==> src/rtl/transaction_layer_ctrl.sv <==
// Control FSM for the PCIe transaction layer. It captures the FIFO watermark thresholds during
// init, gates datapath flow, and records which FIFOs raised an error.
module transaction_layer_ctrl #(
  parameter int NUM_FIFOS  = 5,
  parameter int UMBRAL_W   = 3,
  parameter int UB_DEFAULT = 1,
  parameter int UA_DEFAULT = 6
) (
  input  logic                 clk,
  input  logic                 reset,
  input  logic                 init,
  input  logic [UMBRAL_W-1:0]  Umbral_bajo_in,
  input  logic [UMBRAL_W-1:0]  Umbral_alto_in,
  input  logic [NUM_FIFOS-1:0] fifo_empty,
  input  logic [NUM_FIFOS-1:0] fifo_error,
  output logic [2:0]           state,
  output logic                 idle_out,
  output logic                 active_out,
  output logic                 error_out,
  output logic [NUM_FIFOS-1:0] error_src,
  output logic [UMBRAL_W-1:0]  Umbral_bajo,
  output logic [UMBRAL_W-1:0]  Umbral_alto,
  output logic                 flow_en
);

  typedef enum logic [2:0] {
    ST_RESET  = 3'd0,
    ST_INIT   = 3'd1,
    ST_IDLE   = 3'd2,
    ST_ACTIVE = 3'd3,
    ST_ERROR  = 3'd4
  } state_t;

  localparam logic [UMBRAL_W-1:0] UB_RST = UMBRAL_W'(UB_DEFAULT);
  localparam logic [UMBRAL_W-1:0] UA_RST = UMBRAL_W'(UA_DEFAULT);

  state_t                 state_q, state_d;
  logic                   idle_q, idle_d;
  logic                   active_q, active_d;
  logic                   error_q, error_d;
  logic                   flow_en_q, flow_en_d;
  logic [NUM_FIFOS-1:0]   error_src_q, error_src_d;
  logic [UMBRAL_W-1:0]    ub_q, ub_d;
  logic [UMBRAL_W-1:0]    ua_q, ua_d;
  logic                   any_err;
  logic                   all_empty;

  always_ff @(posedge clk or posedge reset) begin
    if (reset) begin
      state_q     <= ST_RESET;
      idle_q      <= 1'b0;
      active_q    <= 1'b0;
      error_q     <= 1'b0;
      flow_en_q   <= 1'b0;
      error_src_q <= '0;
      ub_q        <= UB_RST;
      ua_q        <= UA_RST;
    end else begin
      state_q     <= state_d;
      idle_q      <= idle_d;
      active_q    <= active_d;
      error_q     <= error_d;
      flow_en_q   <= flow_en_d;
      error_src_q <= error_src_d;
      ub_q        <= ub_d;
      ua_q        <= ua_d;
    end
  end

  // Priority within each state: error, then init, then empty-based moves.
  always_comb begin
    state_d     = state_q;
    error_src_d = error_src_q;
    ub_d        = ub_q;
    ua_d        = ua_q;
    any_err     = |fifo_error;
    all_empty   = &fifo_empty;
    case (state_q)
      ST_RESET: state_d = ST_INIT;
      ST_INIT: begin
        if (any_err) begin
          state_d     = ST_ERROR;
          error_src_d = error_src_q | fifo_error;
        end else if (init) begin
          ub_d = Umbral_bajo_in;
          ua_d = Umbral_alto_in;
        end else if (ub_q < ua_q) begin
          state_d = ST_IDLE;
        end
      end
      ST_IDLE: begin
        if (any_err) begin
          state_d     = ST_ERROR;
          error_src_d = error_src_q | fifo_error;
        end else if (init) begin
          state_d = ST_INIT;
        end else if (!all_empty) begin
          state_d = ST_ACTIVE;
        end
      end
      ST_ACTIVE: begin
        if (any_err) begin
          state_d     = ST_ERROR;
          error_src_d = error_src_q | fifo_error;
        end else if (init) begin
          state_d = ST_INIT;
        end else if (all_empty) begin
          state_d = ST_IDLE;
        end
      end
      ST_ERROR: error_src_d = error_src_q | fifo_error;
      default:  state_d = ST_RESET;
    endcase
    // Outputs are decoded from the next state so they update on the same edge as the state.
    idle_d    = (state_d == ST_IDLE);
    active_d  = (state_d == ST_ACTIVE);
    error_d   = (state_d == ST_ERROR);
    flow_en_d = (state_d == ST_IDLE) || (state_d == ST_ACTIVE);
  end

  assign state       = state_q;
  assign idle_out    = idle_q;
  assign active_out  = active_q;
  assign error_out   = error_q;
  assign flow_en     = flow_en_q;
  assign error_src   = error_src_q;
  assign Umbral_bajo = ub_q;
  assign Umbral_alto = ua_q;

endmodule

==> config.mk <==
export PLATFORM = sky130hd
export DESIGN_NAME = transaction_layer_ctrl
export DESIGN_NICKNAME = d
export VERILOG_FILES = /design/src/rtl/transaction_layer_ctrl.sv
export SDC_FILE = /design/constraint.sdc
export NUM_CORES = 1
export LEC_CHECK = 0
export ABC_AREA = 1
export CAP_MARGIN = 20
export CORE_AREA = 2 2 49 51
export DETAILED_ROUTE_END_ITERATION = 8
export DIE_AREA = 0 0 51 53
export PLACE_DENSITY = 0.75
export SLEW_MARGIN = 20
export SYNTH_ARGS = -nofsm -noshare
export SYNTH_HDL_FRONTEND = slang
export SYNTH_SLANG_ARGS = --single-unit
==> constraint.sdc <==
create_clock -name clk -period 1.9 [get_ports clk]
set_input_delay 0.285 -clock clk [delete_from_list [all_inputs] [get_ports clk]]
set_output_delay 0.285 -clock clk [all_outputs]
set_load 0.05 [all_outputs]
# Yosys cells after proc, flatten, opt, wreduce, memory -nomap -nowiden
# Cells that the tools add are included.
[op_classes]
eq_ne = 8
magnitude_cmp = 1
bitwise = 2
mux = 12
n_reduce_logical = 8
[op_table]
columns = ["operator", "n"]
rows = [
  ["2-to-1 mux 3 bit", 9],
  ["case mux 3 bit (5 select lines)", 1],
  ["== test 3 x 2 -> 1 bit (second input constant)", 4],
  ["case mux 5 bit (2 select lines)", 1],
  ["== test 3 bit (second input constant)", 2],
  ["2-to-1 mux 5 bit", 1],
  ["OR 5 bit", 1],
  ["AND reduction 5 bit", 1],
  ["OR reduction 5 bit", 1],
  ["== test 3 x 1 -> 1 bit (second input constant)", 1],
  ["logical NOT 3 bit", 1],
  ["< comparator 3 bit", 1],
  ["AND reduction 3 bit", 1],
  ["OR reduction 3 bit", 1],
  ["inequality test 2 x 1 -> 1 bit (second input constant)", 1],
  ["AND reduction 2 bit", 1],
  ["nonzero test 2 bit", 1],
  ["logical OR 1 bit", 1],
  ["inverter 1 bit", 1],
]
[word_totals]
output_inout_bits = 18
word_cells = 39
register_bits = 18

# Longest topological paths before layout
# Gate-level depths: netlist of the first run.
[depth]
depth_word = 7
depth_mapped = 9
depth_no_buf = 9

# Worst setup path before layout of the first run
# No wires, ideal clock.
[synth_timing]
path_type = "reg-to-reg"
start = "reg ua_q[1] (netlist: Umbral_alto[1])"
end = "reg active_q (netlist: active_out)"
stages_incl_launch_ff = 10
t_required_ns = 1.831
arrival_time_ns = 1.488
path_slack_ns = 0.343
synth_period_minus_slack_ns = 1.557
path_cell_list = "dfstp_2 inv_1 ha_1 nand2_1 nand2_1 nand2_1 nand3_2 nand2_2 inv_2 nor2_2"
[synth_via]
elab_chain_cells = 6
[synth_rtl]
columns = ["item", "line", "text"]
rows = [
  ["from (decl)", "44", "logic [UMBRAL_W-1:0] ua_q, ua_d;"],
  ["from (signal assigned)", "66", "ua_q <= ua_d;"],
  ["< comparator 3 bit", "87", "end else if (ub_q < ua_q) begin"],
  ["2-to-1 mux 3 bit", "87", ""],
  ["2-to-1 mux 3 bit", "84", "end else if (init) begin"],
  ["2-to-1 mux 3 bit", "81", "if (any_err) begin"],
  ["case mux 3 bit (5 select lines)", "78", "case (state_q)"],
  ["net state_d[1]", "37", "state_t state_q, state_d;"],
  ["== test 3 x 2 -> 1 bit", "116", "active_d = (state_d == ST_ACTIVE);"],
  ["net active_d", "39", "logic active_q, active_d;"],
  ["to (signal assigned)", "61", "active_q <= active_d;"],
  ["to (decl)", "39", ""],
]
# The timed path passes the listed nets, and every way through them passes these cells.
# A chain may end at the register's enable or synchronous reset.

# Final worst setup path of the first run
[layout_timing]
start = "reg state_q[0] (netlist: state[0])"
end = "out state[0]"
[layout_lines]
columns = ["item", "line", "text"]
rows = [
  ["from (decl)", "37", ""],
  ["from (signal assigned)", "59", "state_q <= state_d;"],
  ["to (decl)", "16", "output logic [2:0] state,"],
]
# No word-level cell between the ends.

==> reports/metrics.csv, run 1 <==
metric,value,unit
status,"finished, final reports clean",
fin crit period,1.817,ns
Final Max Tran Viols,0,
pwr dens,920.2,mW/mm²
std cell rows,17,
syn avg cell area,8.851,µm²
static power due to leakage,0.6172,nW
Mapped Cells,95,
Post-Syn Area,840.8,µm²
kind of critical path,register to output pin,
Max clock buf depth,2,
vias in the first global route,672,
final hold violations,0,
final setup fails,0,
register area share after synthesis,54.02,%
Reg2Reg Setup Slack,0.46,ns
htree depth,1,
worst stage delay on the critical path,0.82,ns
CTS tree,done,
final period utilization,95.61,%
Final #Nets,158,
Worst Path Buf+Inv,1,
"Reg clk slew, reported paths",0.09,ns
layout cells sized above 1,15.44,%
worst-margin pin slew,0.4984,ns
die width,51,µm
Inserted Clock Buffers,3,
HP Class,input pin to asynchronous set/reset pin,
dpl cells,160,
core area,0.002148,mm²
clk_lat worst skew,0.29,ns
Max-Slew Margin vs Limit,66.72,%
root buf cell,clkbuf_4,
Worst Skew,0.004280,ns
cells on worst reg2reg path,9,
RR Startpoint,Umbral_alto[1]$_DFFE_PP1P_,
final non-filler cell total,164,
wire length of the first global-routing pass,2.773,mm
"commonest non-fill, non-tap cell in the layout",clkdlybuf4s50_1,
pin count of the biggest net entering global routing,19,
CTS Sinks,18,
P&R area growth vs syn,50.45,%
crit start category,register,
DP Worst Slack,0.3287,ns
crit path cell chain,clkdlybuf4s50_1,
area of the die,0.002703,mm²
synth unique cells,17,
"Worst Setup Slack, final",0.08335,ns
diode count,0,
global route overflow,0,
Fmax,0.5505,GHz
syn_nets,116,
via count,738,
Worst setup EP type,output pin,
Yosys warning total,0,
max cap viols,0,
Post-DRT Antenna Nets,0,
Crit-path slowest cell,clkdlybuf4s50_1,
Iter 0 DRT Violations,13,
reg2reg end,idle_out$_DFF_PP0_,
num ports,37,
family with the most delay on the worst path,buffers and inverters,
drt pass-1 iters,4,
Critical Path RT,1.62,ns
unrepaired setup endpoints after global routing,false,
CP Max Fanout,4,
Post-route DRC,0,
die height,53,µm
CP Data Arrival Time,1.53,ns
final wirelength,1.707,mm
CTS Hold Buffers Added,0,
Worst Setup SP,state[0]$_DFF_PP0_,
RD Place Congestion,0.8343,
Initial Utilization,39.14,%
dpl hpwl,1.451,mm
Yosys reg bits,18,
TNS Setup,0,ns
IO Port Bufs,36,
worst vdd ir,528.1,µV
wire per inst,10.41,µm
gr usage total,14.78,%
initial antenna violation count,0,
most frequent cells in the layout,"clkdlybuf4s50_1, nand2_1, dfrtp_1",
vias per inst,4.500,
# fillers,194,
==> final cells by class <==
type	count	area (µm²)	area share, %
Multi-Input combinational cell	62	330.3	26.11
Clock buffer	4	26.28	2.077
Timing Repair Buffer	37	362.8	28.68
Tap cell	28	35.03	2.770
Sequential cell	18	454.2	35.91
Inverter	15	56.30	4.451
==> through the flow <==
step	power (mW)	cell area [µm²]	hold slack [ns]	util [%]
after global routing	1.251	1265	0.2995	58.88
after detailed placement	0.9914	1236	0.4464	57.54
after global placement	0.9836	1236	0.4414	57.54
final	1.164	1265	0.2904	58.88
after floorplan	0.8100	840.8	0.2214	-
after CTS	1.181	1262	0.2933	58.77
==> what timing repair did <==
| action | in CTS | in global routing |
|---|---|---|
| endpoints found under the setup margin | 0 | 1 |
| setup buffers | 0 | 0 |
| gates resized for setup | 0 | 1 |
==> kinds of logic (layout without fill, tap and decap cells) <==
logic type	count (synthesis)	after routing	synth area share, %
buf+inv	15	56	6.696
compound gates	11	11	8.034
simple gates	49	49	28.27
fa+ha+maj	2	2	2.976
flops	18	18	54.02
==> state kept, by name, summed over array words and instances (netlist names) <==
register	count
error_src	5
Umbral_alto	3
Umbral_bajo	3
state	3
active_out	1
error_out	1
flow_en	1
idle_out	1
==> where the power goes <==
group / total [mW] / switching [mW] / leakage [nW] / internal [mW]
sequential: 0.480 / 0.0393 / 0.208 / 0.440
combinational: 0.499 / 0.332 / 0.395 / 0.166
clock: 0.186 / 0.104 / 0.0150 / 0.0818
total: 1.16 / 0.475 / 0.617 / 0.689
==> routing by layer <==
metal / up-vias / GRT usage [%] / part of all wire, %
li1: 378 / - / -
met1: 335 / 15.62 / 39
met2: 21 / 24.89 / 53
met3: 4 / 4.237 / 5.2
met4: 0 / 11.26 / 3.1
met5: - / 0 / 0
==> cells in the mapped netlist, drive strengths merged <==
library cell | number | area [µm²]
nand2 | 22 | 87.58
nor2 | 16 | 77.57
dfrtp | 15 | 375.4
inv | 15 | 56.30
nand3 | 9 | 60.06
a21oi | 5 | 25.02
a21o | 3 | 22.52
dfstp | 3 | 78.83
ha | 2 | 25.02
nand4 | 2 | 12.51
o21bai | 2 | 15.01
o21ai | 1 | 5.000
==> how the worst max path moves through the flow <==
| stage | endpoint | slack [ns] | cells after the start |
|---|---|---|---|
| 2_1_floorplan | active_out$_DFF_PP0_ | 0.34 | 9 |
| 3_3_place_gp | error_src[2]$_DFFE_PP0P_ | 0.34 | 6 |
| 3_5_place_dp | Umbral_alto[1]$_DFFE_PP1P_ | 0.33 | 6 |
| 4_1_cts | state[1] | 0.07 | 1 |
| 5_1_grt | state[0] | 0.01 | 1 |
| 6_report | state[0] | 0.08 | 1 |
==> worst register-to-register path: cells and delay by family (launching register included) <==
| kind | cells | cell delay (ns) |
|---|---|---|
| adder cells (fa/ha/maj) | 1 | 0.27 |
| flip-flops | 1 | 0.54 |
| AND/OR/NAND/NOR | 6 | 0.48 |
| buffers and inverters | 2 | 0.10 |
No activity file was read; power rests on OpenSTA's default activity.
==> inputs of run 2 (changes only) <==
- CORE_AREA: 2 2 49 51 -> 2 2 56 58
- DIE_AREA: 0 0 51 53 -> 0 0 58 60
- DONT_BUFFER_PORTS: not set -> 1
- PLACE_DENSITY: 0.75 -> not set
==> run 2 against run 1 <==
Net effect:
- global-route usage fell by 3.6 points
- clock power rose by 2%
- first-iteration DRC count fell by 69%
- largest power group is now sequential cells
- worst setup slack improved by 0.36 ns
- wire length fell by 1.5%
- sequential share of layout area rose by 11 points
- non-clock buffer count fell by 28
- clock skew rose by 0.0055 ns
- die area rose by 29%
- sequential power rose by 8.5%
==> reports/metrics.csv, run 2 (synthesis results as in run 1) <==
metric,value,unit,change
Initial Utilization,28.97,%,-10 points
Max clock buf depth,2,,unchanged
die height,60,µm,+13%
reg2reg end,idle_out$_DFF_PP0_,,
CTS Sinks,18,,unchanged
worst vdd ir,625.3,µV,+18%
CP Max Fanout,3,,-1
Worst setup EP type,register,,
final non-filler cell total,141,,-14%
global route overflow,0,,unchanged
htree depth,1,,unchanged
die width,58,µm,+14%
Worst Setup SP,Umbral_alto[1]$_DFFE_PP1P_,,
number of flip-flops under the largest register name,5,,unchanged
Post-DRT Antenna Nets,0,,unchanged
clock network fraction of design power,17.4,%,+1.5 points
wire length of the first global-routing pass,2.973,mm,+7.2%
HP Class,input pin to register,,
initial antenna violation count,0,,unchanged
static power due to leakage,0.4956,nW,-20%
vias in the first global route,755,,+12%
max cap viols,0,,unchanged
final core occ,33.71,%,-25 points
internal power,0.6235,mW,-9.5%
root buf cell,clkbuf_4,,
vias per inst,4.667,,+3.7%
"Worst Setup Slack, final",0.4467,ns,+0.3634 ns
CTS tree,done,,
final setup fails,0,,unchanged
Fmax,0.6881,GHz,+25%
Reg2Reg Setup Slack,0.45,ns,about the same
most frequent cells in the layout,"nand2_1, dfrtp_1, inv_1",,
final wirelength,1.681,mm,-1.5%
pwr dens,1116,mW/mm²,+21%
Critical Path RT,2.12,ns,+0.50 ns
Switch Pwr,0.4689,mW,-1.4%
status,"finished, final reports clean",,
num ports,37,,unchanged
layout cells sized above 1,23.15,%,+7.7 points
area of the die,0.003480,mm²,+29%
Iter 0 DRT Violations,4,,-9
Net Sw Frac,42.92,%,+2.1 points
via count,658,,-11%
Inserted Clock Buffers,3,,unchanged
pin count of the biggest net entering global routing,19,,unchanged
Final #Nets,130,,-18%
CP endpoint,idle_out$_DFF_PP0_,,
wire per inst,11.92,µm,+15%
Final Max Tran Viols,0,,unchanged
IO Port Bufs,0,,-100%
"commonest non-fill, non-tap cell in the layout",nand2_1,,
TNS Setup,0,ns,unchanged
diode count,0,,unchanged
"Reg clk slew, reported paths",0.10,ns,about the same
P&R area growth vs syn,16.37,%,
Max Used Layer,met4,,
DP Worst Slack,0.4570,ns,+0.1283 ns
metal2 WL,816,µm,-9.5%
Post-route DRC,0,,unchanged
Max-Slew Margin vs Limit,54.57,%,-12 points
RD Place Congestion,0.7727,,-7.4%
# fillers,307,,+58%
final period utilization,76.49,%,-19 points
dpl hpwl,1.411,mm,-2.8%
Worst Skew,0.009750,ns,+0.005470 ns
dpl cells,136,,-15%
clk_lat worst skew,0.28,ns,about the same
core area,0.002903,mm²,+35%
met1 wire length,674,µm,+1.8%
cells on worst reg2reg path,9,,unchanged
worst-margin pin slew,0.6807,ns,+0.1823 ns
Routed met3 length,182,µm,+100%
fin crit period,1.453,ns,-0.3634 ns
Seq pwr share,47.7,%,+6.5 points
gr usage total,11.15,%,-3.6 points
drt pass-1 iters,3,,-1
kind of critical path,register to register,,
RR Startpoint,Umbral_alto[1]$_DFFE_PP1P_,,
hold_sp,Umbral_alto_in[2],,
unrepaired setup endpoints after global routing,false,,
Comb power frac,34.8,%,-8.1 points
crit start category,register,,
CP Data Arrival Time,1.67,ns,+0.14 ns
final hold violations,0,,unchanged
final hold slack,0.1198,ns,-0.1707 ns
std cell rows,20,,+3
[run 2: critical path, cell delays in order, from the launching register on]
cell and delay (ns):
dfstp_2 0.54, inv_1 0.05, ha_1 0.26, nand2_1 0.06
nand2_1 0.04, nand2_1 0.10, nand2_1 0.07, nand2_1 0.06
nand2_1 0.08, nor2_1 0.13
[run 2: worst min path at each step]
| stage | endpoint | slack [ns] | cells after the start |
|---|---|---|---|
| final | Umbral_alto[2]$_DFFE_PP1P_ | 0.12 | 2 |
| after global routing | Umbral_alto[2]$_DFFE_PP1P_ | 0.11 | 2 |
| after CTS | error_src[1]$_DFFE_PP0P_ | 0.11 | 1 |
| after detailed placement | error_out$_DFF_PP0_ | 0.32 | 1 |
| after global placement | error_out$_DFF_PP0_ | 0.30 | 1 |
| after floorplan | Umbral_alto[0]$_DFFE_PP0P_ | 0.22 | 1 |
[run 2: power by group through the flow]
stage / registers [mW] / clock network [mW] / logic, mW
floorplan: 0.659 / 0 / 0.151
global placement: 0.530 / 0 / 0.377
detailed placement: 0.530 / 0 / 0.384
CTS: 0.523 / 0.198 / 0.386
global route: 0.530 / 0.213 / 0.417
finish: 0.521 / 0.190 / 0.381
[run 2: repair_timing]
item,4_1_cts,5_1_grt
hold buffers,1,0
endpoints found under the hold margin,8,0
gates resized for setup,0,0
setup buffers,0,0
[run 2: layout make-up]
class | instances | area [µm²] | area share, %
repair buffers | 9 | 70.07 | 7.161
multi-input cells | 62 | 330.3 | 33.76
clock buffers | 4 | 26.28 | 2.685
inverters | 15 | 56.30 | 5.754
flip-flops and latches | 18 | 454.2 | 46.42
well taps | 33 | 41.29 | 4.220
[run 2: metrics by stage]
stage               total power [mW]  area [µm²]
detailed placement            0.9141       942.2
floorplan                     0.8100       840.8
global route                   1.160       978.4
CTS                            1.107       978.4
global placement              0.9066       942.2
finish                         1.092       978.4
[run 2: metal layers]
metal / vias up / global-route usage [%]
met5: - / 0
met4: 0 / 3.987
met2: 21 / 19.64
met1: 309 / 11.67
li1: 326 / -
met3: 2 / 5.195
